--- src/rtl/fetch_stage.sv ---
// Instruction fetch stage: PC register, redirect/stall handling and the IF/ID
// pipeline register, sequenced by a small BOOT/RUN/WAIT/HALT controller.
module fetch_stage #(
   parameter logic [31:0] RESET_PC = 32'h0000_0000,
   parameter logic [31:0] NOP      = 32'h0000_0013
) (
   input  logic        clk,
   input  logic        rst_n,
   input  logic        stall,
   input  logic        flush,
   input  logic        PCSrc,
   input  logic [1:0]  J,
   input  logic [31:0] PCTarget,
   input  logic [31:0] ALUResult,
   output logic [31:0] instr_addr,
   input  logic [31:0] instr_rdata,
   input  logic        instr_ready,
   output logic [31:0] InstrD,
   output logic [31:0] PCD,
   output logic [31:0] PCPlus4D,
   output logic        ValidD,
   output logic [6:0]  op,
   output logic [2:0]  funct3,
   output logic        funct75,
   output logic        halted,
   output logic [31:0] fetch_count
);

   localparam logic [31:0] EBREAK = 32'h0010_0073;

   typedef enum logic [1:0] {S_BOOT, S_RUN, S_WAIT, S_HALT} state_t;

   state_t      state_q, state_d;
   logic [31:0] pc_q, pc_d;
   logic [31:0] instr_q, instr_d;
   logic [31:0] pcd_q, pcd_d;
   logic [31:0] pcp4d_q, pcp4d_d;
   logic        valid_q, valid_d;
   logic [31:0] fcnt_q, fcnt_d;

   logic        redirect;
   logic        ebreak_seen;
   logic [31:0] target, pc_plus4;

   assign ebreak_seen = valid_q && (instr_q == EBREAK);

   // FSM: state register
   always_ff @(posedge clk) begin
      if (!rst_n) state_q <= S_BOOT;
      else        state_q <= state_d;
   end

   // FSM: next state
   always_comb begin
      state_d = state_q;
      unique case (state_q)
         S_BOOT: state_d = S_RUN;
         S_RUN: begin
            if (ebreak_seen)                     state_d = S_HALT;
            else if (!instr_ready && !redirect)  state_d = S_WAIT;
         end
         S_WAIT: begin
            if (ebreak_seen)                     state_d = S_HALT;
            else if (instr_ready || redirect)    state_d = S_RUN;
         end
         S_HALT: state_d = S_HALT;
         default: state_d = S_BOOT;
      endcase
   end

   // FSM: outputs
   always_comb begin
      halted   = (state_q == S_HALT);
      redirect = PCSrc && ((state_q == S_RUN) || (state_q == S_WAIT));
   end

   // Low two target bits are dropped so the PC can never leave word alignment.
   always_comb begin
      target   = (J == 2'b10) ? ALUResult : PCTarget;
      target   = {target[31:2], 2'b00};
      pc_plus4 = pc_q + 32'd4;

      if (halted)           pc_d = pc_q;
      else if (redirect)    pc_d = target;
      else if (stall)       pc_d = pc_q;
      else if (instr_ready) pc_d = pc_plus4;
      else                  pc_d = pc_q;
   end

   // Bubbles keep PCD/PCPlus4D of the last real instruction; only ValidD marks them.
   always_comb begin
      instr_d = instr_q;
      pcd_d   = pcd_q;
      pcp4d_d = pcp4d_q;
      valid_d = valid_q;
      if (flush || redirect || halted) begin
         instr_d = NOP;
         valid_d = 1'b0;
      end else if (stall) begin
         valid_d = valid_q;
      end else if (instr_ready) begin
         instr_d = instr_rdata;
         pcd_d   = pc_q;
         pcp4d_d = pc_plus4;
         valid_d = 1'b1;
      end else begin
         instr_d = NOP;
         valid_d = 1'b0;
      end
      fcnt_d = fcnt_q + {31'd0, (valid_d && !(stall && !(flush || redirect || halted)))};
   end

   always_ff @(posedge clk) begin
      if (!rst_n) begin
         pc_q    <= RESET_PC;
         instr_q <= NOP;
         pcd_q   <= RESET_PC;
         pcp4d_q <= RESET_PC + 32'd4;
         valid_q <= 1'b0;
         fcnt_q  <= 32'd0;
      end else begin
         pc_q    <= pc_d;
         instr_q <= instr_d;
         pcd_q   <= pcd_d;
         pcp4d_q <= pcp4d_d;
         valid_q <= valid_d;
         fcnt_q  <= fcnt_d;
      end
   end

   assign instr_addr  = pc_q;
   assign InstrD      = instr_q;
   assign PCD         = pcd_q;
   assign PCPlus4D    = pcp4d_q;
   assign ValidD      = valid_q;
   assign fetch_count = fcnt_q;
   assign op          = instr_q[6:0];
   assign funct3      = instr_q[14:12];
   assign funct75     = instr_q[30];

endmodule

--- config.mk ---
export PLATFORM = sky130hd
export DESIGN_NAME = fetch_stage
export DESIGN_NICKNAME = d
export VERILOG_FILES = /design/src/rtl/fetch_stage.sv
export SDC_FILE = /design/constraint.sdc
export NUM_CORES = 1
export LEC_CHECK = 0
export BUFFER_PORTS_ARGS = -buffer_cell sky130_fd_sc_hd__buf_2
export CORE_UTILIZATION = 35
export CTS_CLUSTER_DIAMETER = 60
export DETAILED_ROUTE_END_ITERATION = 6
export PLACE_DENSITY = 0.71
export SLEW_MARGIN = 25
export SYNTH_ARGS = -nofsm -noshare
export SYNTH_HDL_FRONTEND = slang
export SYNTH_SLANG_ARGS = --single-unit
--- constraint.sdc ---
create_clock -name clk -period 4.7 [get_ports clk]
set_clock_uncertainty 0.2 [all_clocks]
set_input_delay 0.235 -clock clk [delete_from_list [all_inputs] [get_ports clk]]
set_output_delay 0.235 -clock clk [all_outputs]
set_load 0.02 [all_outputs]
==> results.md <==
* Setup crit end kind: register
* Yosys top cell by area: dfxtp_1
* Post-Synth Adder-Cell Area at 0.01168
* # clock sinks at between 150 and 200
* Most common cell type on the critical path: ha_1
* Period Utilization, post-route at 0.7595
* Clock H-tree levels at 4
* Critical Path AT at 3720 ps
* Worst-path fanout max at 35
* Layer with the highest usage: met2
* Post-synth top area share at 0.4193
* Core Util, Final at 0.4627
* Simple-gate share of the synthesized area at 0.2470
* PD cells at around 450 mW/mm2
* Post-DP Area at approximately 0.0088 mm2
* Worst Hold Slack at ~50 ps
* Flop and latch count out of synthesis at 157
* Synth unique cells at approximately 60
* Routed vias at between 7k and 8k
* Share of cells above drive strength 1 at 0.2738
* Post-synthesis mux area share at 0.02003
* Max Cap Viol at 0
* Sequential area share after synthesis at 0.4193
* Multi-input logic area at about 0.0039 mm2
* WS Path Type: reg2reg
* CP cell instances: inv_1 -> ha_1 -> nand2_1 -> a21o_1 -> or3_1 -> buf_4 -> inv_2 -> ha_1 -> ha_1 -> inv_1 -> nor2_1 -> nand4_1 -> or3_1 -> a21oi_1
* Total Wirelength at about 26 mm
* Slew HR at 0.3310
* Total design power at approximately 4400 uW
* Initial antenna violation count at 0
* First-pass GRT wire length at roughly 38 mm
* Num CTS Buffers at 17
* Max VDD drop at ~270 uV
* Final Max Slew Viols at 0
* Hold crit path type: in2reg
* Vias in the first global route at a little under 7k
* Port bufs at approximately 270
* # diodes at 0
* Leakage at 0.004154 uW
* Startpoint Class: register
* GR Util met2 at 0.4087
* Vias per inst at 5.237
* Chip height at between 100 and 150 um
* CP peak stage delay at roughly 400 ps
* Main synth FF type: dfxtp_1
* Slew @ Worst Pin at about 1000 ps
* F_max at about 280 MHz
* Synth Instances at between 900 and 1k
* Pre-antenna DRT Iters at 5
* Storage cell area at 0.003143 mm2
* DRC Markers at 0
* Largest family of logic cells by synthesized area: simple AND/OR/NAND/NOR gates
* # rows at 53
* Commonest non-fill, non-tap cells in the layout: 266 x buf_2, 157 x dfxtp_1, 136 x nand2_1
* Design Area, Final at about 0.01 mm2
* Crit-path slowest cell: dfxtp_1
* Unrepaired setup endpoints after global routing: false
* HPWL after DPL at between 15 and 20 mm
* # IOs at about 280
* EDFF count, synth at 0
* Gp weighted congestion at a little over 0.8
* Outcome: complete, no violations
* Met3 Usage GRT at 0.03773
* Pin count of the biggest net entering global routing at 86
* Synth top area cells: dfxtp_1 42%, nand2_1 6.8%, a21oi_1 6.6%, nor2_1 4.6%, xor2_1 3.4%
* P&R area growth vs syn at 29.76%
* Core ar. at between 0.02 and 0.025 mm2
* CTS tree: yes
* Grt met1 use at 0.2660
* DR WL/cell at ~18 um
* Hold Vio Cnt, Final at 0
* Commonest non-fill, non-tap cell in the layout: buf_2
* Min cycle time layout at 3569 ps
* Initial Util at 0.3566
* Mapped cell area at 0.007496 mm2
* DR iter-0 viols at between 400 and 500
* Xor/xnor share of the synthesized area at 0.05375
* Critical Path RT at 4850 ps
* CTS Root Buffer Type: clkbuf_16
* Clock Latency Late Sink at 420 ps
* Antenna-violating nets left at 0
* Post-synthesis compound-gate area fraction at 0.1771
* Clock Path Buffers at 2
* Synth warnings at 0
* Post-synth ARST share at 0
* Filler Cells Inserted at slightly above 2k
* Nets at around 1.3k
* Setup TNS at 0 ps
* Tot GR Track Use at 0.2262
* DIE AREA at roughly 0.022 mm2
* Reg clk slew, reported paths at 70 ps
* Avg Cell Area, Syn at about 8.1 um2
* Final Setup Violations at 0
* DIE WIDTH at about 150 um
* Gr ovfl total at 0
repair_timing:
action / 4_1_cts / 5_1_grt
buffers inserted: 0 / 0
hold buffers: 39 / 0
endpoints found under the hold margin: 33 / 0
resized for setup: 0 / 0
endpoints found under the setup margin: 0 / 0
stage by stage:
stage               setup slack, ps  instances
floorplan                      1248        931
global placement               1219       1392
detailed placement             1151       1392
CTS                            1124       1462
global route                  895.8       1462
finish                         1131       1462
path summary, 6_finish.rpt:
| kind | startpoint | to | slack (ps) | depth (start not counted) |
|---|---|---|---|---|
| min reg2reg | PCD[29] | PCD[29] | 250 | 2 |
| min | ALUResult[3] | instr_addr[3] | 50 | 5 |
| max reg2reg | state_q[1] | fetch_count[26] | 1130 | 14 |
| max | state_q[1] | fetch_count[26] | 1130 | 14 |
power breakdown:
part	internal (uW)	leakage, uW	switching [uW]
combinational	435	0.00262	872
sequential	1500	0.00127	242
clock	736	0.000264	595
registers in the layout, summed over array words and instances (netlist names):
signal / flops
fetch_count: 32
instr_addr: 30
InstrD: 32
state_q: 2
PCPlus4D: 30
ValidD: 1
PCD: 30
logic make-up after synthesis:
kind of cell	count (synthesis)
other	1
muxes	15
DFF	157
xor gates and xnor gates	46
adders and majority gates	7
buffers and inverters	98
and+or+nand+nor	376
AOI/OAI and AO/OA	226
layer usage:
layer  share of wire  up-vias
met4           0.025        0
met2            0.50      351
met5               0        -
met3           0.071       35
li1                -     3728
met1            0.40     3543
Yosys cell counts (all sizes together), types with 2 or more instances:
master / number
o22ai: 6
nor3: 22
xor2: 29
o211ai: 3
nand3: 34
a22oi: 29
a311oi: 3
nor4bb: 2
nor3b: 3
mux2i: 15
nand2: 137
a31oi: 14
dfxtp: 157
nor2: 92
and3: 13
ha: 7
nand4: 20
and2: 5
nand2b: 3
a21oi: 100
or3: 23
nor4: 10
and4: 5
o21ai: 47
inv: 9
clkbuf: 46
xnor2: 17
a211o: 2
a211oi: 11
buf: 43
nor2b: 2
nor4b: 3
o31a: 2
cell type report:
type / instances / share of cell area
multi-input cells: 676 / 0.3966
flip-flops and latches: 157 / 0.3231
repair buffers: 314 / 0.1839
clock buffers: 17 / 0.04374
well taps: 275 / 0.03537
clock inverters: 14 / 0.01376
inverters: 9 / 0.003473
worst max-delay path, delay by kind of cell (launching register included):
kind / cells / cell delay [ps]
AOI/OAI and AO/OA: 2 / 300
and+or+nand+nor: 5 / 1280
DFF: 1 / 400
buffers and inverters: 4 / 590
adders and majority gates: 3 / 720
Power figures use the tool's default switching activity.
